==> src/rtl/bcd_counter_fsm.sv <==
// Multi-digit BCD up/down counter with parallel load, wrap or saturate limits,
// a registered terminal-count pulse and an invalid-load-digit flag.
module bcd_counter_fsm #(
  parameter int DIGITS = 4,
  parameter bit WRAP   = 1'b1
) (
  input  logic                  clk,
  input  logic                  rst_a_p,
  input  logic                  enable,
  input  logic                  up_dn,
  input  logic                  load,
  input  logic [4*DIGITS-1:0]   load_val,
  output logic [4*DIGITS-1:0]   bcd_out,
  output logic                  tc,
  output logic                  load_err,
  output logic [1:0]            state_o
);

  localparam int DATA_W = 4 * DIGITS;
  localparam logic [DATA_W-1:0] ALL_NINES = {DIGITS{4'h9}};
  localparam logic [DATA_W-1:0] ALL_ZEROS = '0;

  typedef enum logic [1:0] {
    IDLE = 2'b00,
    RUN  = 2'b01,
    DONE = 2'b10
  } state_t;

  state_t            state_p0, state_nxt;
  logic [DATA_W-1:0] bcd_p0, bcd_nxt;
  logic              tc_p0, tc_nxt;
  logic              err_p0, err_nxt;

  logic [DATA_W:0]   step_w;
  logic [DATA_W:0]   load_w;
  logic              at_limit;
  logic              hits_limit;

  // Clamp every nibble above 9 down to 9; MSB of the result flags a clamp.
  function automatic logic [DATA_W:0] sat_load(input logic [DATA_W-1:0] v);
    logic [DATA_W-1:0] r;
    logic              bad;
    r   = v;
    bad = 1'b0;
    for (int i = 0; i < DIGITS; i++) begin
      if (v[4*i +: 4] > 4'd9) begin
        r[4*i +: 4] = 4'd9;
        bad         = 1'b1;
      end
    end
    return {bad, r};
  endfunction

  // One BCD step with full ripple; MSB of the result is the carry/borrow out
  // of the top digit, i.e. the counter wrapped.
  function automatic logic [DATA_W:0] bcd_step(input logic [DATA_W-1:0] v,
                                               input logic              up);
    logic [DATA_W-1:0] r;
    logic              c;
    logic [3:0]        d;
    r = v;
    c = 1'b1;
    for (int i = 0; i < DIGITS; i++) begin
      d = v[4*i +: 4];
      if (c) begin
        if (up) begin
          if (d >= 4'd9) begin
            r[4*i +: 4] = 4'd0;
            c           = 1'b1;
          end else begin
            r[4*i +: 4] = d + 4'd1;
            c           = 1'b0;
          end
        end else begin
          if (d == 4'd0) begin
            r[4*i +: 4] = 4'd9;
            c           = 1'b1;
          end else begin
            r[4*i +: 4] = d - 4'd1;
            c           = 1'b0;
          end
        end
      end
    end
    return {c, r};
  endfunction

  assign step_w     = bcd_step(bcd_p0, up_dn);
  assign load_w     = sat_load(load_val);
  assign at_limit   = up_dn ? (bcd_p0 == ALL_NINES) : (bcd_p0 == ALL_ZEROS);
  assign hits_limit = up_dn ? (step_w[DATA_W-1:0] == ALL_NINES)
                            : (step_w[DATA_W-1:0] == ALL_ZEROS);

  always_comb begin
    state_nxt = state_p0;
    bcd_nxt   = bcd_p0;
    tc_nxt    = 1'b0;
    err_nxt   = 1'b0;
    if (load) begin
      bcd_nxt   = load_w[DATA_W-1:0];
      err_nxt   = load_w[DATA_W];
      state_nxt = enable ? RUN : IDLE;
    end else if (state_p0 != DONE) begin
      if (!enable) begin
        state_nxt = IDLE;
      end else if (WRAP) begin
        state_nxt = RUN;
        bcd_nxt   = step_w[DATA_W-1:0];
        tc_nxt    = step_w[DATA_W];
      end else if (at_limit) begin
        // Already parked on the limit: stay put but still report the event.
        state_nxt = DONE;
        tc_nxt    = 1'b1;
      end else begin
        state_nxt = hits_limit ? DONE : RUN;
        bcd_nxt   = step_w[DATA_W-1:0];
        tc_nxt    = hits_limit;
      end
    end
  end

  // Stage p0: counter value, state and the two event pulses.
  always_ff @(posedge clk) begin
    if (rst_a_p) begin
      state_p0 <= IDLE;
      bcd_p0   <= '0;
      tc_p0    <= 1'b0;
      err_p0   <= 1'b0;
    end else begin
      state_p0 <= state_nxt;
      bcd_p0   <= bcd_nxt;
      tc_p0    <= tc_nxt;
      err_p0   <= err_nxt;
    end
  end

  assign bcd_out  = bcd_p0;
  assign tc       = tc_p0;
  assign load_err = err_p0;
  assign state_o  = state_p0;

endmodule
==> config.mk <==
export PLATFORM = sky130hd
export DESIGN_NAME = bcd_counter_fsm
export DESIGN_NICKNAME = d
export VERILOG_FILES = /design/src/rtl/bcd_counter_fsm.sv
export SDC_FILE = /design/constraint.sdc
export NUM_CORES = 1
export LEC_CHECK = 0
export BUFFER_PORTS_ARGS = -buffer_cell sky130_fd_sc_hd__buf_2
export CAP_MARGIN = 20
export CELL_PAD_IN_SITES_DETAIL_PLACEMENT = 0
export CELL_PAD_IN_SITES_GLOBAL_PLACEMENT = 1
export CORE_UTILIZATION = 36
export CTS_CLUSTER_DIAMETER = 30
export DETAILED_ROUTE_END_ITERATION = 10
export GPL_TIMING_DRIVEN = 0
export PLACE_DENSITY = 0.76
export SETUP_SLACK_MARGIN = 0.15
export SLEW_MARGIN = 5
export SYNTH_ARGS = -nofsm -noshare
export SYNTH_HDL_FRONTEND = slang
export SYNTH_SLANG_ARGS = --single-unit
==> constraint.sdc <==
create_clock -name clk -period 2.1 [get_ports clk]
set_input_delay 0.105 -clock clk [delete_from_list [all_inputs] [get_ports clk]]
set_output_delay 0.105 -clock clk [all_outputs]
set_load 0.01 [all_outputs]
; Yosys cells after proc, flatten, opt, wreduce, memory -nomap -nowiden
; Cells that the tools add are included.
[totals]
output_inout_bits = 20
in_bits = 21
word_cells = 86
regBits = 20
[classes]
order_cmp = 8
n_eq_ne = 1
bitwise_logic = 4
n_reduce_logical = 15
add_sub_neg = 8
mux = 43
[op_table]
columns = cell, count
row1 = two-way mux 4 bit, 19
row2 = two-way mux 16 bit, 3
row3 = two-way mux 1 bit, 19
row4 = "adder 4 x 1 -> 4 bit, second input constant", 4
row5 = ">= comparator 4 bit, second input constant", 4
row6 = "> comparator 4 bit, second input constant", 4
row7 = logical NOT 4 bit, 4
row8 = "subtractor 4 x 1 -> 4 bit, second input constant", 4
row9 = nonzero test 2 bit, 5
row10 = AND reduction 3 bit, 3
row11 = OR reduction 5 bit, 1
row12 = two-way mux 2 bit, 2
row13 = inverter 1 bit, 4
row14 = "inequality test 2 bit, second input constant", 1
row15 = AND reduction 2 bit, 1
row16 = OR reduction 2 bit, 1

; Longest topological paths before layout
; Gate-level depths: netlist of run 1.
[depth]
ltp_word = 9
depth_mapped = 8
depth_no_buf = 7

; Worst setup path after synthesis of run 1
; No wires, ideal clock.
[synth_timing]
kind = register to register
startpoint = register bcd_p0[4] (netlist: bcd_out[4])
endpoint = register bcd_p0[13] (netlist: bcd_out[13])
setup_time_ns = 0.095
required_ns = 2.005
path_stages_with_launch = 9
setup_slack_ns = -0.116
t_arrival_ns = 2.120
n_path_buf = 1
period_less_slack_ns = 2.216
cell_sequence = dfxtp_1 -> inv_1 -> ha_1 -> or3b_4 -> a31o_1 -> and3_1 -> buf_6 -> or4_1 -> o311ai_1
[synth_via]
elab_chain_len = 7
elab_cells_between_ends = 9
classes_between = order compare: 1 / mux: 5 / reduce/logical: 3
[synth_lines]
columns = item, line_no
row1 = from (decl), 30  ; logic [DATA_W-1:0] bcd_p0, bcd_nxt;
row2 = from (signal assigned), 131  ; bcd_p0 <= bcd_nxt;
row3 = >= comparator 4 bit / logical NOT 4 bit (equally long branches), "67, 75"
row4 = two-way mux 1 bit (on tied branches), "67, 75"
row5 = two-way mux 1 bit *, 66  ; if (up) begin
row6 = two-way mux 1 bit * (2 in a row), 65  ; if (c) begin
row7 = nonzero test 2 bit (no line) *, -
row8 = AND reduction 3 bit (no line) *, -
; Mark *: on every way between the ends. The rest lies on a longest branch, timed or not.
; A chain may end at the register's enable or synchronous reset.

; Final worst setup path of run 1
[layout_timing]
startpoint = register bcd_p0[9] (netlist: bcd_out[9])
endpoint = register bcd_p0[13] (netlist: bcd_out[13])
[layout_via]
elab_chain_len = 6
elab_cells_between_ends = 8
classes_between = order compare: 1 / mux: 4 / reduce/logical: 3
[layout_lines]
columns = item, line_no
row1 = >= comparator 4 bit / logical NOT 4 bit (equally long branches), "67, 75"
row2 = two-way mux 1 bit (on tied branches), "67, 75"
row3 = two-way mux 1 bit *, 66
row4 = two-way mux 1 bit *, 65
row5 = nonzero test 2 bit (no line) *, -
row6 = AND reduction 3 bit (no line) *, -
; Marked as above.

==> results of run 1 <==
[metal layers]
metal  up-vias  GRT usage, %
met5         -             0
met4         0          5.98
met3         6          3.29
met2        66          37.1
met1       962          30.6
li1       1016             -
[cells by family after synthesis]
family	count (synthesis)	share of synthesized area, %
AND/OR/NAND/NOR	89	26.9
AO/OA/AOI/OAI	80	30.1
buffers and inverters	31	8.53
flip-flops	19	20.6
adder cells (fa/ha/maj)	13	8.80
multiplexers	5	4.33
other	1	0.203
XOR/XNOR	1	0.474
[final cells by class]
type                    instances  area (um2)  share of cell area, %
clock inverters                 1        5.00                  0.196
inverters                      14        65.1                   2.54
flip-flops and latches         19         403                   15.8
well taps                      67        83.8                   3.28
multi-input cells             189        1470                   57.3
repair buffers                 64         387                   15.1
plain buffers                  17         106                   4.16
clock buffers                   3        41.3                   1.61
[worst max-delay path: cells and delay by family, from the launching register on]
kind,cells,cell delay (ns)
AOI/OAI and AO/OA,2,0.23
adders and majority gates,1,0.15
buffers and inverters,2,0.18
DFF,1,0.39
and+or+nand+nor,3,1.02
[repair_timing]
item,CTS,global route
endpoints found under the setup margin,7,8
pin swaps,7,14
setup buffers,14,11
gates cloned,0,0
resized for setup,6,21
[state kept, by name, summed over array words and instances (netlist names)]
register	cells
bcd_out	16
load_err	1
state_o	1
tc	1
[cells in the final DEF (no fill, tap or decap), types with 6 or more instances in the layout]
master,count
buf_2,41
buf_4,25
nor2_1,23
a21oi_1,18
nand2_1,17
o21ai_0,15
dfxtp_1,13
clkbuf_1,9
inv_1,8
ha_1,7
dfxtp_4,6
[stage by stage]
step / instance area, um2 / setup TNS, ns / hold slack (ns)
CTS: 2380 / 0 / 0.0592
finish: 2560 / 0 / 0.0604
floorplan: 1920 / 0 / 0.212
detailed placement: 2200 / 0 / 0.349
global route: 2560 / -0.00827 / 0.0578
global placement: 2200 / 0 / 0.342
[worst max-delay path by stage]
stage | startpoint | slack, ns | end | depth (start not counted)
detailed placement | bcd_out[0] | 0.0009 | bcd_out[10] | 7
global placement | bcd_out[4] | 0.006 | bcd_out[13] | 8
finish | bcd_out[9] | 0.04 | bcd_out[13] | 8
CTS | bcd_out[5] | 0.04 | bcd_out[13] | 8
floorplan | bcd_out[5] | 0.11 | bcd_out[13] | 8
global route | bcd_out[9] | -0.005 | bcd_out[14] | 8
[power groups by stage]
stage / Sequential (mW) / Clock [mW] / Combinational (mW)
final: 0.414 / 0.281 / 0.517
after global routing: 0.417 / 0.300 / 0.568
after CTS: 0.411 / 0.285 / 0.458
after detailed placement: 0.430 / 0 / 0.404
after global placement: 0.429 / 0 / 0.404
after floorplan: 0.433 / 0 / 0.281
==> impl_metrics.yaml, run 1 <==
synthesis:
  yosysUniqueCellTypes: 63
  ys_warn_count: 0
  synth_top_area_share_pct: 20.6
  syn_nets: 273
  synth_area_leader_cell: "dfxtp_1"
  synthCells: 239
  ys_async_sr_fraction_pct: 0
  synth.most_common_cell: "nor2_1"
  synth_edf_count: 0
  yosys-top-cells-count: "nor2_1, a21oi_1, dfxtp_1, nand2_1, o21ai_0"
  ys.flop_type: "dfxtp_1"
  synth_area_um2: 1850
  synth_area_leaders: "dfxtp_1, ha_1, a21oi_1"
  yosysSeqAreaShare_pct: 20.6
  syn_area_per_cell_um2: 7.73
  yosys_register_bits: 19
placed_design:
  hpwl_um: 3960
  dp_cells: 345
  place_congestion: 0.784
  post-place-ws_ns: 0.000935
  place.port_buffers: 39
timing:
  fin_crit_ns: 2.06
  max_freq_mhz: 485
  maxSlewHeadroom_pct: 55.3
  rsz0062_at_grt: "yes"
  worst_pin_slew_ns: 0.671
  setup_ws_ns: 0.0387
  final_max_slew_viol_count: 0
  setup_violations: 0
  hold_viol: 0
  skew_ns: 0.00394
  period_share_pct: 98.2
die:
  fp-row-count: 25
  start_util_pct: 38.4
  die_y_um: 73.6
  io_pins: 41
  core_area_um2: 4820
  die_w_um: 73.6
  dieArea_um2: 5420
worst_setup_path:
  slowest_delay_ns: 0.43
  ff2ff_setup_slack_ns: 0.04
  start_kind: "flip-flop"
  cp_max_fo: 6
  crit_path_top_delay_cell: "or4_1"
  r2r_end: "bcd_out[13]"
  worstPathCellList: "inv_4, ha_4, or3b_4, o2bb2ai_4, and3_4, buf_6, or4_1, o311ai_2"
  crit_required_ns: 2.28
  critPathKind: "flip-flop to flip-flop"
  r2r-start: "bcd_out[9]"
  worstPathArrival_ns: 2.24
  critPathCaptureType: "flip-flop"
  rr_worst_depth: 8
cts:
  ctsHoldBuffers: 0
  numCtsBuffers: 3
  clk_pin_slew_ns: 0.08
  cts_buffer_depth: 2
  cts.sinks: 19
  cts_tree: "yes"
  htree_levels: 1
  cts_root_buf: "clkbuf_8"
  clk_latency_ns: 0.27
pwr:
  leakage_nw: 1.05
  p_switching_mw: 0.442
  power.internal_mw: 0.770
  swShare_pct: 36.5
  comb_power_share_pct: 42.7
  peakVddDrop_uv: 340
  total_power_mw: 1.21
  power_frac_clock_pct: 23.2
  powerDensity_nw_per_um2: 474
  pwr-share-seq_pct: 34.1
worst_hold_path:
  holdCritPathClass: "primary input to flip-flop"
  whs_endpoint: "bcd_out[9]"
  worstHoldStart: "load_val[11]"
  whs_path_depth: 2
detailed_routing:
  wl_met3_um: 298
  via_count: 2050
  drt_wl_total_um: 5880
  m1WireLength_um: 2700
  first_iter_violations: 121
  route.met2.wl_um: 2820
  remaining_drc_errors: 0
  vias_per_cell: 5.48
  ant_nets: 0
  post_drt_wl_per_cell_um: 15.7
  highest_layer: "met4"
  drt_pre_antenna_iters: 4
global_routing:
  overflow: 0
  grt_pass1_wl_um: 9360
  grt_max_degree: 12
  antenna_found_initial: 0
  grt_use_total_pct: 22.5
  grt_pass1_vias: 1894
run_status:
  status: "completed"
finish:
  area_growth_pct: 38.4
  final_nets: 342
  final_layout_size_suffix_gt1_share_pct: 39.1
  diodes: 0
  stdcell_count: 374
  fillers: 504
  fin_util_pct: 53.1
flow_run:
  cap_violations: 0
No activity file was read; power rests on OpenSTA's default activity.
==> run 2, diff against run 1 <==
Clock period 2.1 ns to 1.8 ns, I/O delays scaled along.
==> impl_metrics.yaml, run 2 (synthesis gave the netlist of run 1 again) <==
run_status:
  status: "complete, but fails checks"
  violations: "negative setup slack"
detailed_routing:
  drt_wl_total_um: 5850
  vias_per_cell: 5.53
  ant_nets: 0
  drt_pre_antenna_iters: 4
  via_count: 2084
  remaining_drc_errors: 0
  first_iter_violations: 140
  post_drt_wl_per_cell_um: 15.5
worst_setup_path:
  worstPathArrival_ns: 2.20
  r2r_end: "bcd_out[13]"
  worstPathCellList: "inv_4, ha_4, or3b_4, o2bb2ai_4, and3_4, buf_6, or4_4, o311ai_4"
  start_kind: "flip-flop"
  critPathCaptureType: "flip-flop"
  crit_path_top_delay_cell: "or4_4"
  cp_num_buf_inv: 2
  cp_max_fo: 5
  rr_worst_depth: 8
  critPathKind: "flip-flop to flip-flop"
  crit_family: "simple AND/OR/NAND/NOR gates"
  crit_required_ns: 1.98
  slowest_delay_ns: 0.43
  ff2ff_setup_slack_ns: -0.23
  r2r-start: "bcd_out[0]"
timing:
  worst_pin_slew_ns: 0.710
  fin_crit_ns: 2.03
  max_freq_mhz: 494
  maxSlewHeadroom_pct: 52.7
  skew_ns: 0.000842
  hold_viol: 0
  period_share_pct: 113
  final_max_slew_viol_count: 0
  rsz0062_at_grt: "yes"
  finalHoldWorstSlack_ns: 0.0531
  setup_ws_ns: -0.226
  setup_violations: 14
cts:
  htree_levels: 1
  numCtsBuffers: 3
  cts_buffer_depth: 2
  clk_pin_slew_ns: 0.08
  ctsHoldBuffers: 0
  cts_tree: "yes"
  cts.sinks: 19
  clk_latency_ns: 0.26
  cts_root_buf: "clkbuf_8"
finish:
  diodes: 0
  area_growth_pct: 47.1
  stdcell_area_um2: 2720
  final_cell_mix: "buf_2, nor2_1, buf_4, a21oi_1, nand2_1"
  multi_input_area_um2: 1580
  mostFrequentLayoutCell: "buf_2"
  largest_reg_flops: 16
  final_layout_size_suffix_gt1_share_pct: 44.8
  fillers: 460
  final_nets: 345
  seqCellArea_um2: 403
die:
  io_pins: 41
  die_y_um: 73.6
  fp-row-count: 25
  core_area_um2: 4820
  die_w_um: 73.6
  start_util_pct: 38.4
  dieArea_um2: 5420
global_routing:
  overflow: 0
  grt_pass1_wl_um: 9160
  grt_max_degree: 11
  antenna_found_initial: 0
  grt_use_total_pct: 22.0
  grt_pass1_vias: 1917
pwr:
  leakage_nw: 1.09
  power_frac_clock_pct: 21.5
  p_switching_mw: 0.544
  comb_power_share_pct: 46.3
  power.internal_mw: 0.946
  powerDensity_nw_per_um2: 548
  peakVddDrop_uv: 279
  pwr-share-seq_pct: 32.2
  swShare_pct: 36.5
flow_run:
  cap_violations: 0
worst_hold_path:
  worstHoldStart: "load_val[11]"
  whs_endpoint: "bcd_out[9]"
  whs_path_depth: 2
  holdCritPathClass: "primary input to flip-flop"
placed_design:
  hpwl_um: 3970
  place.port_buffers: 39
  postPlaceCellArea_um2: 2220
  post-place-ws_ns: -0.306
  place_congestion: 0.822
-- run 2: cell type report --
| type | count | share of cell area [%] |
|---|---|---|
| Buffer | 17 | 3.96 |
| Inverter | 14 | 2.30 |
| Multi-Input combinational cell | 189 | 58.0 |
| Clock buffer | 4 | 1.66 |
| Tap cell | 67 | 3.08 |
| Sequential cell | 19 | 14.8 |
| Timing Repair Buffer | 67 | 16.2 |
-- run 2: repair_timing --
item | CTS | global route
setup endpoints to repair | 16 | 17
buffers inserted | 25 | 3
gates resized for setup | 31 | 22
pin swaps | 22 | 13
-- run 2: how the worst max path moves through the flow --
stage               startpoint          end  cells past startpoint
finish              bcd_out[0]  bcd_out[13]                      8
global route        bcd_out[4]   bcd_out[7]                      8
CTS                 bcd_out[5]  bcd_out[13]                      8
detailed placement  bcd_out[4]  bcd_out[13]                      8
global placement    bcd_out[4]  bcd_out[13]                      8
floorplan           bcd_out[5]  bcd_out[13]                      8
-- run 2: per-stage QoR --
stage	utilization, %	std cells	power (mW)	TNS, ns
global route	56.4	377	1.57	-2.36
CTS	53.6	374	1.43	-1.79
finish	56.4	377	1.49	-1.57
detailed placement	46.2	345	0.980	-2.36
global placement	46.2	345	0.978	-2.32
floorplan	-	239	0.840	-0.552
-- run 2: power by group through the flow --
stage	Combinational [mW]	Clock (mW)	Sequential [mW]
final	0.690	0.320	0.480
after global routing	0.746	0.340	0.485
after CTS	0.627	0.327	0.479
after detailed placement	0.480	0	0.500
after global placement	0.477	0	0.501
after floorplan	0.334	0	0.506
-- run 2: worst reg2reg max path, stage by stage (launching register included) --
cell,delay (ns)
dfxtp_4,0.37
inv_4,0.06
ha_4,0.13
or3b_4,0.42
o2bb2ai_4,0.17
and3_4,0.17
buf_6,0.12
or4_4,0.43
o311ai_4,0.07
-- run 2: metal layers --
metal | vias to the layer above | track usage, % | part of all wire, % | wire length [um]
met5 | - | 0 | 0 | 0
met4 | 0 | 6.84 | 1.1 | 65
met3 | 8 | 2.47 | 5.7 | 335
met2 | 71 | 36.0 | 48 | 2790
met1 | 986 | 30.1 | 45 | 2660
li1 | 1019 | - | - | -
